File: src/rtl/mem_pkg.sv
// Shared encodings for the data-side memory port: request ops, access sizes,
// the default ROM/RAM split, the read-tracking FSM states and store-lane helpers.
package mem_pkg;

  typedef enum logic [1:0] {
    OP_NONE   = 2'b00,
    OP_LOAD_S = 2'b01,
    OP_LOAD_U = 2'b10,
    OP_STORE  = 2'b11
  } mem_op_e;

  typedef enum logic [1:0] {
    SZ_BYTE = 2'b00,
    SZ_HALF = 2'b01,
    SZ_WORD = 2'b10,
    SZ_RSVD = 2'b11
  } mem_size_e;

  localparam logic [31:0] ROM_TOP_DEFAULT = 32'h0000_FFFF;

  typedef enum logic [1:0] {
    ST_IDLE = 2'b00,
    ST_RD_F = 2'b01,
    ST_RD_D = 2'b10
  } arb_state_e;

  function automatic logic [3:0] store_strobe(input mem_size_e sz, input logic [1:0] off);
    case (sz)
      SZ_BYTE: store_strobe = 4'b0001 << off;
      SZ_HALF: store_strobe = 4'b0011 << off;
      default: store_strobe = 4'b1111;
    endcase
  endfunction

  // Replicating the datum lets the strobes alone pick the destination lane.
  function automatic logic [31:0] store_data(input mem_size_e sz, input logic [31:0] wd);
    case (sz)
      SZ_BYTE: store_data = {4{wd[7:0]}};
      SZ_HALF: store_data = {2{wd[15:0]}};
      default: store_data = wd;
    endcase
  endfunction

endpackage

File: src/rtl/mem_load_align.sv
// Load return formatting: shifts the addressed lane down to bit 0 and
// sign- or zero-extends it to 32 bits.
module mem_load_align
  import mem_pkg::*;
(
  input  logic [31:0] word_i,
  input  logic [1:0]  off_i,
  input  mem_size_e   size_i,
  input  logic        sign_i,
  output logic [31:0] data_o
);

  logic [31:0] shifted;

  always_comb begin
    shifted = word_i >> {off_i, 3'b000};
    case (size_i)
      SZ_BYTE: data_o = {{24{sign_i & shifted[7]}}, shifted[7:0]};
      SZ_HALF: data_o = {{16{sign_i & shifted[15]}}, shifted[15:0]};
      default: data_o = shifted;
    endcase
  end

endmodule

File: src/rtl/mem_port_arbiter.sv
// Port B sequencer: arbitrates fetch and data requests one access per cycle,
// drives the ROM/RAM port, and routes the 1-cycle-late read data back.
module mem_port_arbiter
  import mem_pkg::*;
#(
  parameter logic [31:0] ROM_TOP = ROM_TOP_DEFAULT
) (
  input  logic        clk,
  input  logic        rst,
  input  logic        fReq,
  input  logic [31:0] fAddr,
  output logic        fGnt,
  output logic        fRvalid,
  output logic [31:0] fRdata,
  input  logic        dReq,
  input  logic [1:0]  dOp,
  input  logic [1:0]  dSize,
  input  logic [31:0] dAddr,
  input  logic [31:0] dWdata,
  output logic        dGnt,
  output logic        dErr,
  output logic        dRvalid,
  output logic [31:0] dRdata,
  output logic [31:0] memAddr,
  output logic [3:0]  wen,
  output logic [31:0] din,
  output logic        romEnB,
  output logic        ramEnB,
  input  logic [31:0] romDout,
  input  logic [31:0] ramDout,
  output arb_state_e  dbgState
);

  // Handshake: a requester raises xReq with stable fields and keeps them until
  // the cycle xGnt (or dErr) is high; that cycle is the transfer, no back-pressure after.
  mem_op_e    d_op;
  mem_size_e  d_size;
  logic       d_active, d_store, d_misalign, d_illegal, d_legal;
  logic       f_win, d_win;

  arb_state_e state_q;
  logic       last_d_q;
  logic       f_rvalid_q, d_rvalid_q;
  logic       rd_rom_q, rd_sign_q;
  logic [1:0] rd_off_q;
  mem_size_e  rd_size_q;

  logic [31:0] rd_word, rd_aligned;

  assign d_op   = mem_op_e'(dOp);
  assign d_size = mem_size_e'(dSize);

  always_comb begin
    d_active = dReq && (d_op != OP_NONE) && !rst;
    d_store  = (d_op == OP_STORE);
    case (d_size)
      SZ_HALF: d_misalign = dAddr[0];
      SZ_WORD: d_misalign = |dAddr[1:0];
      SZ_RSVD: d_misalign = 1'b1;
      default: d_misalign = 1'b0;
    endcase
    d_illegal = d_active && (d_misalign || (d_store && (dAddr <= ROM_TOP)));
    d_legal   = d_active && !d_illegal;
    // Fetch only overtakes a legal data request right after a data grant.
    f_win     = fReq && !rst && (!d_legal || last_d_q);
    d_win     = d_legal && !f_win;
  end

  always_comb begin
    fGnt    = f_win;
    dGnt    = d_win;
    dErr    = d_illegal;
    memAddr = '0;
    wen     = '0;
    din     = '0;
    romEnB  = 1'b0;
    ramEnB  = 1'b0;
    if (f_win) begin
      memAddr = fAddr;
      romEnB  = (fAddr <= ROM_TOP);
      ramEnB  = (fAddr > ROM_TOP);
    end else if (d_win) begin
      memAddr = dAddr;
      if (d_store) begin
        ramEnB = 1'b1;
        wen    = store_strobe(d_size, dAddr[1:0]);
        din    = store_data(d_size, dWdata);
      end else begin
        romEnB = (dAddr <= ROM_TOP);
        ramEnB = (dAddr > ROM_TOP);
      end
    end
  end

  always_ff @(posedge clk) begin
    if (rst) begin
      state_q    <= ST_IDLE;
      last_d_q   <= 1'b0;
      f_rvalid_q <= 1'b0;
      d_rvalid_q <= 1'b0;
      rd_rom_q   <= 1'b0;
      rd_sign_q  <= 1'b0;
      rd_off_q   <= 2'b00;
      rd_size_q  <= SZ_WORD;
    end else begin
      if (f_win) begin
        last_d_q <= 1'b0;
      end else if (d_win) begin
        last_d_q <= 1'b1;
      end
      if (f_win) begin
        state_q    <= ST_RD_F;
        f_rvalid_q <= 1'b1;
        d_rvalid_q <= 1'b0;
        rd_rom_q   <= (fAddr <= ROM_TOP);
        rd_sign_q  <= 1'b0;
        rd_off_q   <= 2'b00;
        rd_size_q  <= SZ_WORD;
      end else if (d_win && !d_store) begin
        state_q    <= ST_RD_D;
        f_rvalid_q <= 1'b0;
        d_rvalid_q <= 1'b1;
        rd_rom_q   <= (dAddr <= ROM_TOP);
        rd_sign_q  <= (d_op == OP_LOAD_S);
        rd_off_q   <= dAddr[1:0];
        rd_size_q  <= d_size;
      end else begin
        state_q    <= ST_IDLE;
        f_rvalid_q <= 1'b0;
        d_rvalid_q <= 1'b0;
      end
    end
  end

  assign rd_word = rd_rom_q ? romDout : ramDout;

  mem_load_align u_align (
    .word_i (rd_word),
    .off_i  (rd_off_q),
    .size_i (rd_size_q),
    .sign_i (rd_sign_q),
    .data_o (rd_aligned)
  );

  // A reset landing on the return cycle swallows the response.
  assign fRvalid  = f_rvalid_q && !rst;
  assign dRvalid  = d_rvalid_q && !rst;
  assign fRdata   = fRvalid ? rd_word : '0;
  assign dRdata   = dRvalid ? rd_aligned : '0;
  assign dbgState = state_q;

endmodule

File: config.mk
export PLATFORM = sky130hd
export DESIGN_NAME = mem_port_arbiter
export DESIGN_NICKNAME = d
export VERILOG_FILES = /design/src/rtl/mem_pkg.sv /design/src/rtl/mem_load_align.sv /design/src/rtl/mem_port_arbiter.sv
export SDC_FILE = /design/constraint.sdc
export NUM_CORES = 1
export LEC_CHECK = 0
export ABC_AREA = 1
export CAP_MARGIN = 15
export CORE_AREA = 2 2 121 123
export DETAILED_ROUTE_END_ITERATION = 12
export DIE_AREA = 0 0 123 125
export SETUP_SLACK_MARGIN = 0.5
export SYNTH_ARGS = -nofsm -noshare
export SYNTH_HDL_FRONTEND = slang
export SYNTH_SLANG_ARGS = --single-unit
File: constraint.sdc
create_clock -name clk -period 2.2 [get_ports clk]
set_input_delay 0.22 -clock clk [delete_from_list [all_inputs] [get_ports clk]]
set_output_delay 0.22 -clock clk [all_outputs]
set_load 0.005 [all_outputs]
# After elaboration in Yosys (flattened, before gate mapping)
# Index checks and enable logic that the tools add are counted.
# totals
ff_bits	11
out_inout_bits	141
# op_classes
n_lt_le_gt_ge	4
eq_ne	6
n_shift	3
mux	27
n_bitwise	2
reduce_logical	24
# ops
cell	n
$mux 32	8
$pmux 32 s2	2
$gt 32x16->1 const B	2
$le 32x16->1 const B	2
$shr 32x5->32	1
$mux 4	3
$logic_and 1x1->1	11
$mux 1	11
$pmux 4 s2	1
$eq 2x1->1 const B	3
$eq 2x2->1 const B	3
$logic_not 1->1	5
$logic_not 2->1	2
$reduce_bool 2->1	2
$reduce_or 2->1	2
$shl 1x2->4 const A	1
$shl 2x2->4 const A	1
$pmux 1 s3	1
$and 1x1->1	2
$logic_or 1x1->1	2
$mux 2	1

# Depth between registers and ports, before layout
# logic_depth
word_depth	14
ltp_mapped	11
ltp_nobuf	10

# Hierarchy
# From an unflattened synthesis, not the netlist that was laid out.
# hier_totals
cells_unflattened	632
area_unflattened_um2	3016.6
# modules_own_cells
mod	instances	cells_per_inst	area_each_um2	seq_area_each_um2
mem_port_arbiter	1	459	2207.1	180.2
mem_load_align	1	173	809.5	0.0

# Worst setup path before layout
# No wires, ideal clock.
# synth_timing
kind	reg2out
from	register rd_rom_q
to	output dRdata[21]
t_arrival_ns	1.485
required_time_ns	1.980
slack_ns	0.495
stages_incl_launch_ff	12
n_path_buf	2
cell_sequence	dfxtp_1 -> buf_4 -> nand2_1 -> o21ai_1 -> nand2_1 -> nand2_1 -> o21ai_1 -> nand3_2 -> nand3b_1 -> nand2_2 -> buf_6 -> nor2_1
# synth_via
elab_chain_cells	5
elab_cells_between_ends	6
# synth_rtl
element	line_no	rtl
start: declaration	mem_port_arbiter.sv:44	logic rd_rom_q, rd_sign_q;
start signal: assignment	mem_port_arbiter.sv:115	rd_rom_q <= (fAddr <= ROM_TOP);
start signal: assignment	mem_port_arbiter.sv:123	rd_rom_q <= (dAddr <= ROM_TOP);
$mux 32 (*)	mem_port_arbiter.sv:135	assign rd_word = rd_rom_q ? romDout : ramDout;
$shr 32x5->32 (*)	mem_load_align.sv:16	shifted = word_i >> {off_i, 3'b000};
$and 1x1->1 (on tied branches)	mem_load_align.sv:19, mem_load_align.sv:18	
$pmux 32 s2 (*)	mem_load_align.sv:17	case (size_i)
$mux 32 (*)	mem_port_arbiter.sv:149	assign dRdata = dRvalid ? rd_aligned : '0;
end: declaration	mem_port_arbiter.sv:23	output logic [31:0] dRdata,
# Every way passes the cells marked *; elsewhere a longest branch is shown, timed or not.

# Worst setup path after layout
# layout_timing
from	register rd_rom_q
to	output dRdata[16]
# The elaborated chain is that of the path after synthesis.

==> impl_results.md <==
- Status: finished, final reports clean
- R2R depth: 10
- Required time of the critical path: 1.98 ns
- FF+latch count, synth: 9
- Hold Fails Final Rpt: 0
- Skew-Pair Late Insertion Delay: 0.24 ns
- Final Critical Period: 2.195 ns
- Number of synthesized flops with an enable pin: 0
- Leakage dissipation: 4.200 nW
- Mapped Area: 2714 sq um
- Largest net degree at the start of global routing: 36
- Top cell type's share of synthesized area: 17.43%
- Clock Skew: 0.001547 ns
- Max-Cap Viols: 0
- Gpl congestion: 0.8886
- Die height: 125 microns
- Synth warn: 0
- Post-CTS Hold Buffers: 0
- Layout area overhead: 220.6%
- Min Hold Slack: 0.2820 ns
- RSZ-0062 raised after global routing: true
- Synth area leaders: nor2_1, nand2_1, o21ai_0
- Hold path cells: 3
- N_diodes: 0
- Register Area: 185.2 sq um
- Vias in the first global route: 5390
- Post-synth ARST share: 0%
- R2R setup slack: 0.56 ns
- Placed insts: 1057
- H-tree levels: 1
- Slew headroom: 57.99%
- DR WL/cell: 17.60 microns
- First-pass GRT wire length: 27.91 mm
- Worst vdd ir: 172.5 uV
- Slowest cell on crit path: dfxtp_4
- PortBufs: 308
- Family with the most delay on the worst path: buffers and inverters
- Total CTS buffers: 3
- Initial DRC count: 313
- Avg Cell Area, Syn: 5.189 sq um
- # clock sinks: 9
- Initial antenna violation count: 0
- Setup TNS: 0 ns
- CP Cell Sequence: buf_6 -> buf_12 -> buf_16 -> buf_12 -> o21ai_4 -> inv_2 -> o21ai_2 -> buf_4 -> o21ai_1 -> inv_1 -> nor2_4 -> buf_6
- Worst Hold Class: primary input to register
- Crit. path cell count: 12
- Max incr delay on CP: 0.39 ns
- Most used DFF post-synth: dfxtp_1
- Die width: 123 microns
- Pre-CTS setup slack: -0.4204 ns
- CTS root buf: clkbuf_16
- Die ar.: 15380 sq um
- Slew @ Worst Pin: 0.6295 ns
- Via/cell ratio: 4.749
- Longest Clk Path Bufs: 2
- CTS tree: built
- Total Wirelength: 20.37 mm
- Row cnt: 44
- Share of layout cells above drive strength 1: 58.17%
- Design Area, Final: 8701 sq um
- Bufs and invs on worst path: 8
- Via count: 5495
- Non-filler instance count after layout: 1157
- Initial Util: 19.11%
- Top-count cell post-synth: nor2_1
- Synth Instances: 523
- Fill cells: 1180
- Final Cycle Share: 99.79%
- List of most frequent post-synthesis cells: nor2_1, nand2_1, inv_1
- Core area: 14200 sq um
- Multi-input combinational cell area: 3356 sq um
- # setup viols final: 0
- Routed Antenna Nets: 0
- Post-layout nets: 1142
- Clock transition at path regs: 0.04 ns
- Fmax: 0.4555 GHz
- Global route overflow: 0
- Residual DRC: 0
- Final HPWL DP: 13.73 mm
- Setup WS post-layout: 0.004662 ns
- Unique cell type count in the Yosys netlist: 34
- Cell taking the most area after synthesis: nor2_1
- I/O Pins: 309
- Setup crit end kind: primary output
- GRT Util Overall: 22.96%
- Final max-slew violation count: 0
- Worst Path Max Fanout: 8
- Power Density: 194.4 nW/um^2
- Area after DPL: 6486 sq um
- Crit path launch type: register
- Seq/Total Area, Yosys: 6.639%
- Worst EP arrival: 1.98 ns
- Crit Path Class: register to primary output
- Syn Nets: 691
- Drt pass-1 iters: 4
-- worst min-delay path, stage by stage --
cell    delay [ns]
buf_2         0.10
buf_4         0.12
nor2_1        0.04
-- layer usage --
layer	up-vias	part of all wire, %	track usage (%)
met5	-	0	0
met4	0	3.6	8.021
met3	56	8.2	5.748
met2	265	53	43.35
met1	2550	35	24.14
li1	2624	-	-
-- power by group --
| part | internal, W | switching, W | total [W] |
|---|---|---|---|
| combinational | 0.000688 | 0.000511 | 0.00120 |
| sequential | 0.000168 | 0.00000435 | 0.000172 |
| clock | 0.000242 | 0.0000793 | 0.000321 |
-- layout by cell type, fill, tap and decap left out, types with 15 or more instances in the layout --
cell type,count
buf_2,116
nand2_2,47
nor2_2,18
clkdlybuf4s50_1,142
mux2i_4,19
o21ai_2,15
a21oi_2,16
nor2_4,38
o21ai_0,15
a22o_1,15
buf_4,64
inv_1,37
buf_6,105
nor2_1,72
nand2_1,56
-- layout make-up --
cell class                      count  area share, %
Sequential cell                     9          2.128
Tap cell                          184          2.646
Inverter                           54          2.574
Timing Repair Buffer              481          53.18
Multi-Input combinational cell    425          38.57
Clock buffer                        4         0.9060
-- logic make-up after synthesis --
group	after synthesis	synth area share [%]
simple gates	273	40.99
compound gates	131	30.66
buf+inv	89	13.97
mux	21	7.745
flops	9	6.639
-- stage by stage --
| stage | power (W) | utilization, % |
|---|---|---|
| after global routing | 0.001776 | 61.26 |
| final | 0.001692 | 61.26 |
| after global placement | 0.001049 | 45.67 |
| after CTS | 0.001508 | 53.30 |
| after detailed placement | 0.001049 | 45.67 |
| after floorplan | 0.0004348 | - |
-- registers in the layout, summed over array words and instances (netlist names) --
signal     cells
dbgState       2
rd_off_q       2
rd_size_q      2
last_d_q       1
rd_rom_q       1
rd_sign_q      1
-- final timing paths --
| path | startpoint | to |
|---|---|---|
| max reg2reg | last_d_q$_SDFFE_PP0P_ | rd_size_q[0]$_SDFFE_PP0P_ |
| min | rst | rd_rom_q$_SDFFE_PP0P_ |
| max | rd_rom_q$_SDFFE_PP0P_ | dRdata[16] |
| min reg2reg | rd_off_q[0]$_SDFFE_PP0P_ | rd_off_q[0]$_SDFFE_PP0P_ |
-- what timing repair did --
action                     in CTS  in global routing
setup buffers                  52                 33
gates cloned                    9                  2
pin swaps                      66                 79
gates resized for setup       717                376
setup endpoints to repair     146                146
hold endpoints to repair        0                  0
Note: power is estimated with default switching activity, not from simulation.
